File: src/rtl/pulse_bram_arbiter.sv
// rtl/pulse_bram_arbiter.sv - shares one single-port histogram BRAM between increment requesters, a host port and a sweep clear
module pulse_bram_arbiter #(
    parameter int NUM_REQ = 2,
    parameter int ADDR_W  = 32,
    parameter int DATA_W  = 32,
    parameter int DEPTH   = 1024
) (
    input  logic                      clk,
    input  logic                      rst_n,
    input  logic [NUM_REQ-1:0]        req_valid,
    input  logic [NUM_REQ*ADDR_W-1:0] req_addr,
    output logic [NUM_REQ-1:0]        req_ready,
    input  logic                      host_valid,
    input  logic                      host_clear,
    input  logic [ADDR_W-1:0]         host_addr,
    output logic                      host_ready,
    output logic [DATA_W-1:0]         host_rdata,
    output logic                      host_rvalid,
    input  logic                      sweep_start,
    output logic                      sweep_done,
    output logic                      bram_en,
    output logic                      bram_we,
    output logic [ADDR_W-1:0]         bram_addr,
    output logic [DATA_W-1:0]         bram_din,
    input  logic [DATA_W-1:0]         bram_dout,
    output logic [15:0]               drop_count,
    output logic                      busy
);
    localparam int PTR_W = (NUM_REQ > 1) ? $clog2(NUM_REQ) : 1;
    localparam logic [ADDR_W-3:0] IDX_LIMIT = (ADDR_W-2)'(DEPTH);
    localparam logic [ADDR_W-1:0] LAST_ADDR = ADDR_W'((DEPTH - 1) * 4);

    typedef enum logic [2:0] {S_IDLE, S_RD, S_WAIT, S_WR, S_SWEEP} state_t;
    typedef enum logic [1:0] {OP_INC, OP_HRD, OP_HCLR} op_t;

    state_t            state, state_nxt;
    op_t               op;
    logic [PTR_W-1:0]  rr_ptr, rr_idx, cand;
    logic              rr_any;
    logic              accept;
    logic              sel_oor;
    logic [ADDR_W-1:0] sel_addr;
    logic              sweep_last;

    assign busy       = (state != S_IDLE);
    assign sweep_last = (bram_addr == LAST_ADDR);

    // Walk the requesters from the pointer downwards so the closest valid one wins.
    always_comb begin
        rr_any = 1'b0;
        rr_idx = '0;
        cand   = '0;
        for (int i = NUM_REQ - 1; i >= 0; i--) begin
            cand = PTR_W'((int'(rr_ptr) + i) % NUM_REQ);
            if (req_valid[cand]) begin
                rr_any = 1'b1;
                rr_idx = cand;
            end
        end
    end

    always_comb begin
        state_nxt  = state;
        host_ready = 1'b0;
        req_ready  = '0;
        accept     = 1'b0;
        sel_addr   = host_addr;
        sel_oor    = 1'b0;
        case (state)
            S_IDLE: begin
                if (sweep_start) begin
                    state_nxt = S_SWEEP;
                end else if (host_valid) begin
                    host_ready = 1'b1;
                    accept     = 1'b1;
                end else if (rr_any) begin
                    req_ready[rr_idx] = 1'b1;
                    accept            = 1'b1;
                    sel_addr          = req_addr[int'(rr_idx)*ADDR_W +: ADDR_W];
                end
                sel_oor = (sel_addr[ADDR_W-1:2] >= IDX_LIMIT);
                if (accept && !sel_oor) state_nxt = S_RD;
            end
            S_RD:    state_nxt = S_WAIT;
            S_WAIT:  state_nxt = S_WR;
            S_WR:    state_nxt = S_IDLE;
            S_SWEEP: if (sweep_last) state_nxt = S_IDLE;
            default: state_nxt = S_IDLE;
        endcase
    end

    always_ff @(posedge clk) begin
        if (!rst_n) state <= S_IDLE;
        else        state <= state_nxt;
    end

    always_ff @(posedge clk) begin
        if (!rst_n) begin
            op          <= OP_INC;
            rr_ptr      <= '0;
            bram_en     <= 1'b0;
            bram_we     <= 1'b0;
            bram_addr   <= '0;
            bram_din    <= '0;
            host_rdata  <= '0;
            host_rvalid <= 1'b0;
            sweep_done  <= 1'b0;
            drop_count  <= '0;
        end else begin
            host_rvalid <= 1'b0;
            sweep_done  <= 1'b0;
            case (state)
                S_IDLE: begin
                    if (state_nxt == S_SWEEP) begin
                        bram_en   <= 1'b1;
                        bram_we   <= 1'b1;
                        bram_addr <= '0;
                        bram_din  <= '0;
                    end else if (accept) begin
                        if (host_ready) begin
                            op <= host_clear ? OP_HCLR : OP_HRD;
                        end else begin
                            op     <= OP_INC;
                            rr_ptr <= (rr_idx == PTR_W'(NUM_REQ - 1)) ? '0 : rr_idx + 1'b1;
                        end
                        // Out-of-range requests are consumed without touching the BRAM.
                        if (sel_oor) begin
                            if (drop_count != 16'hFFFF) drop_count <= drop_count + 16'd1;
                        end else begin
                            bram_en   <= 1'b1;
                            bram_we   <= 1'b0;
                            bram_addr <= sel_addr & ~ADDR_W'(3);
                        end
                    end
                end
                S_RD: bram_en <= 1'b0;
                S_WAIT: begin
                    bram_en <= 1'b1;
                    bram_we <= 1'b1;
                    case (op)
                        OP_INC:  bram_din <= (bram_dout == '1) ? bram_dout : bram_dout + 1'b1;
                        OP_HRD:  bram_din <= bram_dout;
                        default: bram_din <= '0;
                    endcase
                    if (op != OP_INC) begin
                        host_rdata  <= bram_dout;
                        host_rvalid <= 1'b1;
                    end
                end
                S_WR: begin
                    bram_en <= 1'b0;
                    bram_we <= 1'b0;
                end
                S_SWEEP: begin
                    if (sweep_last) begin
                        bram_en    <= 1'b0;
                        bram_we    <= 1'b0;
                        sweep_done <= 1'b1;
                    end else begin
                        bram_addr <= bram_addr + ADDR_W'(4);
                    end
                end
                default: begin
                    bram_en <= 1'b0;
                    bram_we <= 1'b0;
                end
            endcase
        end
    end
endmodule
File: config.mk
export PLATFORM = sky130hd
export DESIGN_NAME = pulse_bram_arbiter
export DESIGN_NICKNAME = d
export VERILOG_FILES = /design/src/rtl/pulse_bram_arbiter.sv
export SDC_FILE = /design/constraint.sdc
export NUM_CORES = 1
export LEC_CHECK = 0
export CAP_MARGIN = 20
export CORE_UTILIZATION = 36
export CTS_BUF_LIST = sky130_fd_sc_hd__clkbuf_8
export DETAILED_ROUTE_END_ITERATION = 16
export DONT_BUFFER_PORTS = 1
export GPL_ROUTABILITY_DRIVEN = 0
export REMOVE_ABC_BUFFERS = 1
export SKIP_CTS_REPAIR_TIMING = 1
export SLEW_MARGIN = 25
export SYNTH_ARGS = -nofsm -noshare
export SYNTH_HDL_FRONTEND = slang
export SYNTH_SLANG_ARGS = --single-unit
File: constraint.sdc
create_clock -name clk -period 2.6 [get_ports clk]
set_input_delay 0.26 -clock clk [delete_from_list [all_inputs] [get_ports clk]]
set_output_delay 0.26 -clock clk [all_outputs]
set_load 0.02 [all_outputs]
==> reports/results.txt <==
Vias/cell - 5.84
Flop pwr share - 44.6%
Min-Delay Path Class - in2reg
Vias - 7,647
CP Launch Type - register
R2R Path End - bram_addr[24]
Net Sw Power - 1.24 mW
Setup slack, reg-to-reg - 0.008 ns
H-Tree Depth - 4
DRT met1 WL - 10,400 microns
Power per Cell Area - 478 nW/um^2
Port Buf Inserts - 0
Fin crit period - 2.59 ns
Clock Skew - 0.0145 ns
Setup CP Type - reg2reg
Total CTS buffers - 17
All-Layer GR Usage - 23.0%
Routed WL - 24,600 microns
Asr flop ratio synth - 0%
Final Max Slew Viols - 0
Sink Count - 120
WHS Endpoint - op[1]
P&R area growth vs syn - 26.7%
Worst-Margin Slew - 0.819 ns
Syn Area/Cell - 7.48 sq um
Drt wl/cell - 18.8 microns
Nets - 1,175
Number of synthesis warnings - 0
Met3 Wirelength - 2290 microns
Fraction of power spent switching nets - 29.4%
Detailed Route Iter0 Violations - 413
Most common library cell in the layout ignoring fill and taps - nand2_1
Failing checks - negative hold slack
Hold slack - -0.0124 ns
Max clock buf depth - 2
FF/Latch Area - 2400 sq um
#FFs+latches synth - 120
CP arrival - 2.92 ns
Met2 WL post-DR - 11,600 microns
Status - finished, violations left
Critical Path Sink Type - register
Starting Density - 37.0%
Number of global-route vias before repair - 6,795
Die X - 141 microns
Global-route wire length before repair - 36,300 microns
Total iterations of the first detailed-routing run - 7
Pwr Total - 4.22 mW
Sequential share of the synthesized area - 34.4%
Die area - 19,900 sq um
Antenna viol nets, final - 0
Synth Cell Area - 6970 sq um
Multi-input logic area - 4300 sq um
DRC - 0
RSZ-0062 raised after global routing - yes
Max Freq - 386 MHz
Post-Syn Instances - 933
Clk slew on worst S/H paths - 0.08 ns
Final setup vio count - 0
Filler Cells Inserted - 1,869
Cell depth of the worst flop-to-flop path - 10
Dpl hpwl - 17,000 microns
Most frequent cells in the layout - nand2_1, dfxtp_1, buf_4, o21ai_0
Max-cap viol count - 0
CTS tree - yes
Clk pwr share - 41.8%
IO Count - 255
Final Cycle Share - 99.7%
P_leak - 3.12 nW
Top Metal Used - met4
Site Rows - 50
Worst VDD drop - 0.282 mV
Hold Crit Start - host_clear
Pint - 2.98 mW
Post-synthesis cell type count - 65
Final hold violation count - 2
Pin count of the biggest net entering global routing - 71
Post-synth EDFFs - 0
Total congestion overflow - 0
Initial antenna violation count - 0
Worst hold path depth - 2
Layout cell share with drive strength beyond 1 - 15.4%
Clk_lat worst skew - 0.45 ns
Core area - 18,800 sq um
CTS Root Cell - clkbuf_8
Die Height - 141 microns
Logic pwr share - 13.6%
Relative slew slack - 45.3%
Reg2reg start - rr_ptr
Setup TNS - 0 ns
Worst EP required - 2.93 ns
ANT cells - 0
Critical path peak fanout - 8
Top_reg_cell synth - dfxtp_1
[synthesized netlist by cell type, types with 13 or more instances]
| cell | n | share of area, % |
|---|---|---|
| nor3_1 | 28 | 2.0 |
| inv_1 | 15 | 0.81 |
| or4_1 | 15 | 1.6 |
| nand2b_1 | 19 | 1.7 |
| mux2i_1 | 22 | 3.2 |
| a21oi_1 | 56 | 4.0 |
| nand2_1 | 179 | 9.6 |
| clkbuf_1 | 48 | 2.6 |
| and3_1 | 17 | 1.5 |
| a211oi_1 | 15 | 1.6 |
| nand4_1 | 31 | 2.8 |
| a31oi_1 | 16 | 1.4 |
| nor2_1 | 58 | 3.1 |
| dfxtp_1 | 120 | 34 |
| xor2_1 | 21 | 2.6 |
| a311oi_1 | 13 | 1.6 |
| nand3_1 | 40 | 2.9 |
| o21ai_0 | 65 | 4.7 |
[stage by stage]
step                util, %  area, sq um  cells  setup slack (ns)
floorplan                 -         6680    865             -1.52
global placement       41.5         7810   1227            0.0416
detailed placement     41.5         7810   1227           0.00966
CTS                    43.6         8220   1259           -0.0240
global route           46.9         8840   1310           -0.0875
finish                 46.9         8840   1310           0.00780
[sequential cells by signal (all words and copies together), names as in the netlist]
name	cells
bram_din	32
host_rdata	32
bram_addr	30
drop_count	16
state	3
op	2
bram_en	1
bram_we	1
host_rvalid	1
rr_ptr	1
sweep_done	1
[worst max-delay path: stages, from the launching register on]
cell	delay, ns
dfxtp_2	0.34
and2_4	0.17
buf_6	0.12
or4_4	0.47
o221ai_2	0.07
nand4_1	0.20
nor4_4	0.46
buf_12	0.19
a31o_4	0.21
clkbuf_16	0.17
a31oi_1	0.07
[layer usage]
layer / vias to the layer above / GRT usage [%]
met3: 31 / 7.27
met2: 337 / 38.5
met4: 0 / 5.89
met1: 3658 / 28.4
met5: - / 0
li1: 3621 / -
[worst max-delay path by stage]
stage,endpoint,startpoint
2_1_floorplan,bram_addr[25],host_valid
6_report,bram_addr[24],rr_ptr
4_1_cts,bram_addr[27],rr_ptr
3_3_place_gp,drop_count[1],rr_ptr
3_5_place_dp,bram_addr[27],rr_ptr
5_1_grt,bram_addr[11],rr_ptr
[cell type report]
type                       instances  share of cell area [%]
tap                              260                    3.68
clock inverter                    15                    1.90
clock buffer                      17                    2.65
inverter                          15                   0.637
timing repair buffer             153                    15.3
sequential                       120                    27.2
multi-input combinational        730                    48.6
[power by group through the flow]
stage / clock network (mW) / registers [mW] / logic, mW
finish: 1.76 / 1.88 / 0.574
global route: 1.91 / 1.89 / 0.624
CTS: 1.80 / 1.88 / 0.480
detailed placement: 0 / 1.93 / 0.479
global placement: 0 / 1.93 / 0.474
floorplan: 0 / 1.95 / 0.268
[cell families after synthesis]
group | Yosys count | share of synthesized area [%]
xor gates and xnor gates | 31 | 3.89
buffers and inverters | 84 | 5.09
DFF | 120 | 34.4
muxes | 22 | 3.16
and+or+nand+nor | 435 | 30.4
adders and majority gates | 3 | 0.538
other | 1 | 0.0538
AOI/OAI and AO/OA | 237 | 22.4
No activity file was read; power rests on OpenSTA's default activity.
